## src/rtl/simple_tx.sv

```systemverilog
// -----------------------------------------------------------------------------
// simple_tx
// Packet transmitter. One payload is taken over a byte-wide AXI-Stream-style
// slave and buffered whole, because the size byte goes out ahead of the
// payload. The frame is then serialised onto the txd/txen/txer line:
//   55 55 55 7F | 12 34 | size | payload[0..n-1] | FCS
// FCS is the XOR of the size byte and every payload byte. After each frame
// the line is held idle for G_IFG cycles before a new packet is accepted.
//
// Ports
//   clk_in               clock
//   rst_in               synchronous reset, active-high
//   tdata_in             payload byte
//   tvalid_in            byte valid
//   tlast_in             last payload byte of packet
//   tready_out           slave ready (high only while loading/discarding)
//   inject_err_in        sampled on the tlast beat; raises txer_out over the
//                        payload bytes of that frame
//   txd_out              line data (0 while txen_out is low)
//   txen_out             line data valid
//   txer_out             line error flag
//   stat_packet_sent_cnt frames transmitted, saturating
//   stat_packet_drop_cnt packets dropped (under/oversize), saturating
// -----------------------------------------------------------------------------
module simple_tx #(
  parameter int G_MEM_SIZE = 256,
  parameter int G_IFG      = 12
) (
  input  logic        clk_in,
  input  logic        rst_in,
  input  logic [7:0]  tdata_in,
  input  logic        tvalid_in,
  input  logic        tlast_in,
  output logic        tready_out,
  input  logic        inject_err_in,
  output logic [7:0]  txd_out,
  output logic        txen_out,
  output logic        txer_out,
  output logic [15:0] stat_packet_sent_cnt,
  output logic [15:0] stat_packet_drop_cnt
);

  localparam int C_SIZE_MIN = 8;
  // Largest payload: limited by the buffer and by the 8-bit size byte.
  localparam int C_MAX      = (G_MEM_SIZE < 255) ? G_MEM_SIZE : 255;
  localparam int C_AW       = (G_MEM_SIZE > 1) ? $clog2(G_MEM_SIZE) : 1;

  typedef enum logic [2:0] {
    S_LOAD, S_DISCARD, S_SFD, S_TYPE, S_SIZE, S_PAYLOAD, S_FCS, S_GAP
  } state_t;

  state_t      state_reg;
  logic [8:0]  cnt_reg;        // bytes stored so far in LOAD
  logic [8:0]  cnt_next;       // count including the current beat
  logic [7:0]  len_reg;        // latched payload length n
  logic [7:0]  idx_reg;        // position within SFD/TYPE/PAYLOAD/GAP
  logic [7:0]  fcs_reg;
  logic        inject_reg;
  logic        tready_reg;
  logic [7:0]  txd_reg;
  logic        txen_reg;
  logic        txer_reg;
  logic [15:0] sent_reg;
  logic [15:0] drop_reg;

  logic [7:0]      mem [G_MEM_SIZE];
  logic [7:0]      rd_data_reg;
  logic [C_AW-1:0] rd_addr;
  logic [C_AW-1:0] wr_addr;
  logic            beat;

  assign beat     = tvalid_in && tready_reg;
  assign cnt_next = cnt_reg + 9'd1;
  assign wr_addr  = C_AW'(cnt_reg);

  // The read port runs one byte ahead of the payload being driven: while in
  // PAYLOAD at position i the RAM fetches byte i+1, and in every other state
  // it holds byte 0 so it is ready on the first payload cycle.
  always_comb begin
    rd_addr = '0;
    if (state_reg == S_PAYLOAD) begin
      rd_addr = C_AW'({1'b0, idx_reg} + 9'd1);
    end
  end

  // Payload buffer: plain array, registered read, no reset.
  always_ff @(posedge clk_in) begin
    if (beat && (state_reg == S_LOAD)) begin
      mem[wr_addr] <= tdata_in;
    end
    rd_data_reg <= mem[rd_addr];
  end

  function automatic logic [15:0] sat_inc(input logic [15:0] v);
    return (v == 16'hFFFF) ? v : v + 16'd1;
  endfunction

  // Control FSM with registered line outputs. Line outputs default to idle
  // every cycle and are only driven while a frame is in flight.
  always_ff @(posedge clk_in) begin
    if (rst_in) begin
      state_reg  <= S_LOAD;
      cnt_reg    <= '0;
      len_reg    <= '0;
      idx_reg    <= '0;
      fcs_reg    <= '0;
      inject_reg <= 1'b0;
      tready_reg <= 1'b0;
      txd_reg    <= '0;
      txen_reg   <= 1'b0;
      txer_reg   <= 1'b0;
      sent_reg   <= '0;
      drop_reg   <= '0;
    end else begin
      txd_reg  <= '0;
      txen_reg <= 1'b0;
      txer_reg <= 1'b0;
      case (state_reg)
        S_LOAD: begin
          tready_reg <= 1'b1;
          if (beat) begin
            if (tlast_in) begin
              cnt_reg <= '0;
              if (cnt_next >= 9'(C_SIZE_MIN)) begin
                len_reg    <= cnt_next[7:0];
                inject_reg <= inject_err_in;
                idx_reg    <= '0;
                tready_reg <= 1'b0;
                state_reg  <= S_SFD;
              end else begin
                drop_reg <= sat_inc(drop_reg);
              end
            end else if (cnt_next >= 9'(C_MAX)) begin
              // More bytes follow, so the packet cannot fit: drop it now
              // and swallow the rest.
              drop_reg  <= sat_inc(drop_reg);
              cnt_reg   <= '0;
              state_reg <= S_DISCARD;
            end else begin
              cnt_reg <= cnt_next;
            end
          end
        end

        S_DISCARD: begin
          tready_reg <= 1'b1;
          if (beat && tlast_in) begin
            cnt_reg   <= '0;
            state_reg <= S_LOAD;
          end
        end

        S_SFD: begin
          txen_reg <= 1'b1;
          txd_reg  <= (idx_reg == 8'd3) ? 8'h7F : 8'h55;
          if (idx_reg == 8'd3) begin
            idx_reg   <= '0;
            state_reg <= S_TYPE;
          end else begin
            idx_reg <= idx_reg + 8'd1;
          end
        end

        S_TYPE: begin
          txen_reg <= 1'b1;
          txd_reg  <= (idx_reg == 8'd0) ? 8'h12 : 8'h34;
          if (idx_reg == 8'd1) begin
            idx_reg   <= '0;
            state_reg <= S_SIZE;
          end else begin
            idx_reg <= idx_reg + 8'd1;
          end
        end

        S_SIZE: begin
          txen_reg  <= 1'b1;
          txd_reg   <= len_reg;
          fcs_reg   <= len_reg;
          idx_reg   <= '0;
          state_reg <= S_PAYLOAD;
        end

        S_PAYLOAD: begin
          txen_reg <= 1'b1;
          txer_reg <= inject_reg;
          txd_reg  <= rd_data_reg;
          fcs_reg  <= fcs_reg ^ rd_data_reg;
          if (idx_reg == len_reg - 8'd1) begin
            idx_reg   <= '0;
            state_reg <= S_FCS;
          end else begin
            idx_reg <= idx_reg + 8'd1;
          end
        end

        S_FCS: begin
          txen_reg  <= 1'b1;
          txd_reg   <= fcs_reg;
          sent_reg  <= sat_inc(sent_reg);
          idx_reg   <= '0;
          state_reg <= S_GAP;
        end

        S_GAP: begin
          // The FCS byte is still on the line during the first GAP cycle,
          // so counting to G_IFG (not G_IFG-1) gives G_IFG idle line cycles
          // before tready_out rises.
          if (idx_reg == 8'(G_IFG)) begin
            idx_reg    <= '0;
            tready_reg <= 1'b1;
            state_reg  <= S_LOAD;
          end else begin
            idx_reg <= idx_reg + 8'd1;
          end
        end

        default: begin
          state_reg <= S_LOAD;
        end
      endcase
    end
  end

  assign tready_out           = tready_reg;
  assign txd_out              = txd_reg;
  assign txen_out             = txen_reg;
  assign txer_out             = txer_reg;
  assign stat_packet_sent_cnt = sent_reg;
  assign stat_packet_drop_cnt = drop_reg;

endmodule

```

## config.mk

```make
export PLATFORM = sky130hd
export DESIGN_NAME = simple_tx
export DESIGN_NICKNAME = d
export VERILOG_FILES = /design/src/rtl/simple_tx.sv
export SDC_FILE = /design/constraint.sdc
export NUM_CORES = 2
export LEC_CHECK = 0
export CAP_MARGIN = 20
export CORE_ASPECT_RATIO = 1.2
export CORE_MARGIN = 4
export CORE_UTILIZATION = 39
export DETAILED_ROUTE_END_ITERATION = 6
export PLACE_DENSITY = 0.57
export SETUP_SLACK_MARGIN = 0.3
export SYNTH_ARGS = -nofsm -noshare
export SYNTH_HDL_FRONTEND = slang
export SYNTH_SLANG_ARGS = --single-unit
```

## constraint.sdc

```tcl
create_clock -name clk_in -period 4.18 [get_ports clk_in]
set_input_delay 0.418 -clock clk_in [delete_from_list [all_inputs] [get_ports clk_in]]
set_output_delay 0.418 -clock clk_in [all_outputs]
set_load 0.01 [all_outputs]
```

==> summary.md <==
| Metric | Value |
|---|---|
| Worst Setup Start Kind | `flop` |
| Port Buffers | `55` |
| TNS Setup | `0 ns` |
| Max_cap viols | `0` |
| Final Hold Viols | `0` |
| Nets | `6082` |
| Area Growth Syn to Fin | `14.63%` |
| Reg clk slew, reported paths | `0.07 ns` |
| Slew at the pin with the worst max-slew slack | `1.115 ns` |
| Initial antenna violation count | `13` |
| Die width | `437.9 um` |
| Initial drt markers | `6759` |
| DP HPWL | `176000 um` |
| Layout cells sized above 1 | `15.42%` |
| Wire per inst | `31.06 um` |
| DR vias | `55243` |
| Detail Route Antenna Nets | `0` |
| Wirelength, routed | `285200 um` |
| Vias/cell | `6.015` |
| Seq/Total Area, Yosys | `73.15%` |
| Critical path's top delay family | `compound AO/OA/AOI/OAI gates` |
| Number of cells after detailed placement | `8806` |
| Mapped Cells | `5824` |
| Max Fclk | `259.3 MHz` |
| Chip Height | `523.9 um` |
| Avg Inst Size Synth | `14.85 um2` |
| Initial core utilization | `39.16%` |
| Critical path, cell by cell | `ha_2 -> and3_1 -> mux2_2 -> buf_4 -> nand4_1 -> buf_4 -> nor2_1 -> o221ai_1 -> o211ai_1 -> a2111oi_0 -> or4_1` |
| Clk sinks | `2136` |
| Vias in the first global route | `53186` |
| Post-layout minimum cycle time | `3.857 ns` |
| Pleak | `31.00 nW` |
| Period utilization | `92.27%` |
| Worst path max stage delay | `0.58 ns` |
| Yosys cell types | `103` |
| Top cell type's share of synthesized area | `71.11%` |
| Largest net degree at the start of global routing | `113` |
| Status | `complete, no violations` |
| CTS H-tree depth | `4` |
| Clock buffer count from CTS | `205` |
| Power Total | `0.04391 W` |
| CTS tree | `yes` |
| # IOs | `56` |
| Register bank with the most flops | `mem` |
| Worst skew pair latency | `0.87 ns` |
| Dominant cell type by area after synthesis | `edfxtp_1` |
| RSZ-0062 raised after global routing | `true` |
| Die footprint | `0.2294 mm2` |
| CP Data Required Time | `4.98 ns` |
| Synth Warn # | `0` |
| Critical path arrival | `4.66 ns` |
| Core region area | `0.2209 mm2` |
| Residual DRC count | `0` |
| Crit-path max FO | `20` |
| CP Capture Type | `flop` |
| Dominant cell type by count on the critical path | `buf_4` |
| Crit. Startpoint | `idx_reg[0]$_SDFFE_PP0P_` |
| Gr ovfl total | `0` |
| Largest register FFs | `2048` |
| Synth Register Bits | `2136` |
| Slowest cell on crit path | `o221ai_1` |
| Finished Layout Cells | `9184` |
| Synth Flop Type | `edfxtp_1` |
| R2r startpoint | `idx_reg[0]$_SDFFE_PP0P_` |
| Clock Skew | `0.06627 ns` |
| CP Class | `reg2reg` |
| Root Buffer | `clkbuf_16` |
| Worst Hold Class | `in2reg` |
| Synth Cell Area | `0.08649 mm2` |
| Max Transition Viols Final | `0` |
| Buf+Inv Stages, Crit Path | `2` |
| EDFF count, synth | `2048` |
| Pwr Density | `442.9 mW/mm2` |
| Min-delay src | `tdata_in[1]` |
| Clk buf depth | `4` |
| Net Count, Synth | `5847` |
| Final Wtd Congestion | `0.9109` |
| First-pass GRT wire length | `404500 um` |
| Fin util | `44.89%` |
| Final setup fails | `0` |
| Tot GR Track Use | `24.33%` |
| Top post-synthesis cells by area | `edfxtp_1 (71%), mux4_2 (3.6%), nand2_1 (2.5%), nor2_1 (2.3%), dfxtp_1 (2.0%)` |
| Maximum VDD drop | `0.3221 mV` |
| Post-synth ARST share | `0%` |
| Slew headroom | `25.47%` |
| Pre-antenna DRT Iters | `6` |
| Core Rows | `189` |
metrics by stage:
stage | worst slack (ns) | hold slack, ns | cell area [um2]
floorplan | 0.3517 | 0.4494 | 86490
CTS | 0.3158 | 0.01431 | 99100
global placement | 0.04032 | 0.4624 | 92530
global route | 0.2167 | 0.04450 | 99130
finish | 0.3231 | 0.04483 | 99140
detailed placement | 0.01833 | 0.4682 | 92530
worst paths after layout:
path / endpoint / slack, ns / cells after the start
worst max-delay path: rd_data_reg[2]$_DFF_P_ / 0.32 / 11
worst min-delay path: mem[76][1]$_DFFE_PP_ / 0.04 / 1
worst max register to register: rd_data_reg[2]$_DFF_P_ / 0.32 / 11
worst min register to register: txer_out$_SDFF_PP0_ / 0.48 / 1
power breakdown:
part | switching (W) | leakage, nW | total [W] | internal (W)
Clock | 0.00809 | 3.16 | 0.0185 | 0.0104
Combinational | 0.00139 | 8.72 | 0.00195 | 0.000561
Sequential | 0.0000392 | 19.1 | 0.0235 | 0.0234
logic make-up (layout without fill, tap and decap cells):
group	Yosys count	count (layout)	synth area share, %
AOI/OAI and AO/OA	1177	1177	9.246
xor gates and xnor gates	48	48	0.5382
adders and majority gates	10	10	0.1447
buffers and inverters	462	856	2.643
DFF	2136	2136	73.15
muxes	308	308	5.644
other	0	6	0
and+or+nand+nor	1683	1683	8.638
layout make-up:
class,instances,area [um2]
Antenna cell,6,15.01
Clock buffer,249,5348
Clock inverter,117,1144
Fill cell,19490,121700
Inverter,24,98.84
Multi-Input combinational cell,3226,21170
Sequential cell,2136,63260
Tap cell,2960,3704
Timing Repair Buffer,466,4402
layout by cell type (no fill, tap or decap), drive strengths merged, types with 46 or more instances in the layout:
master            n
a211oi           51
nor2            533
buf             418
nand3           207
mux2i           123
clkinv           84
clkbuf          250
o22ai           142
nor3            122
nand2           579
dfxtp            88
and3             52
edfxtp         2048
mux2             47
clkdlybuf4s50    46
o221ai           83
a31oi            62
o21ai           236
o211ai           64
a21oi           225
mux4            138
what timing repair did:
action                                  in CTS  in global routing
pin swaps                                    1                  0
hold endpoints to repair                    28                  0
gates cloned                                 0                  0
resized for setup                            3                  8
buffers inserted                             5                  0
hold buffers                                 1                  0
endpoints found under the setup margin       6                 14
layer usage:
metal	up-vias	share of wire, %	global-route usage (%)
li1	23259	-	-
met4	8	6.0	12.79
met1	28332	37	31.26
met3	681	9.2	4.671
met5	-	0.036	0
met2	2963	47	39.33
cell usage after synthesis (24+ instances only):
cell type / instances
mux2i_1: 122
o21ai_0: 223
xnor2_1: 30
dfxtp_1: 88
edfxtp_1: 2048
nor2_1: 532
nand4_1: 45
or3_1: 45
buf_1: 26
nand2_1: 578
clkbuf_1: 135
a21oi_1: 223
a311oi_1: 24
mux2_2: 46
a32oi_1: 25
o221ai_1: 83
nand3_1: 206
a221oi_1: 28
buf_2: 206
and3_1: 52
nor3_1: 121
buf_4: 62
a211oi_1: 49
a31oi_1: 61
o31ai_1: 29
o211ai_1: 64
o22ai_1: 142
nor2b_1: 25
mux4_2: 138
worst reg2reg max path, cell delays in order, from the launching register on:
cell	delay, ns
dfxtp_4	0.46
ha_2	0.35
and3_1	0.23
mux2_2	0.43
buf_4	0.30
nand4_1	0.16
buf_4	0.30
nor2_1	0.12
o221ai_1	0.58
o211ai_1	0.20
a2111oi_0	0.52
or4_1	0.18
Note: power is estimated with default switching activity, not from simulation.
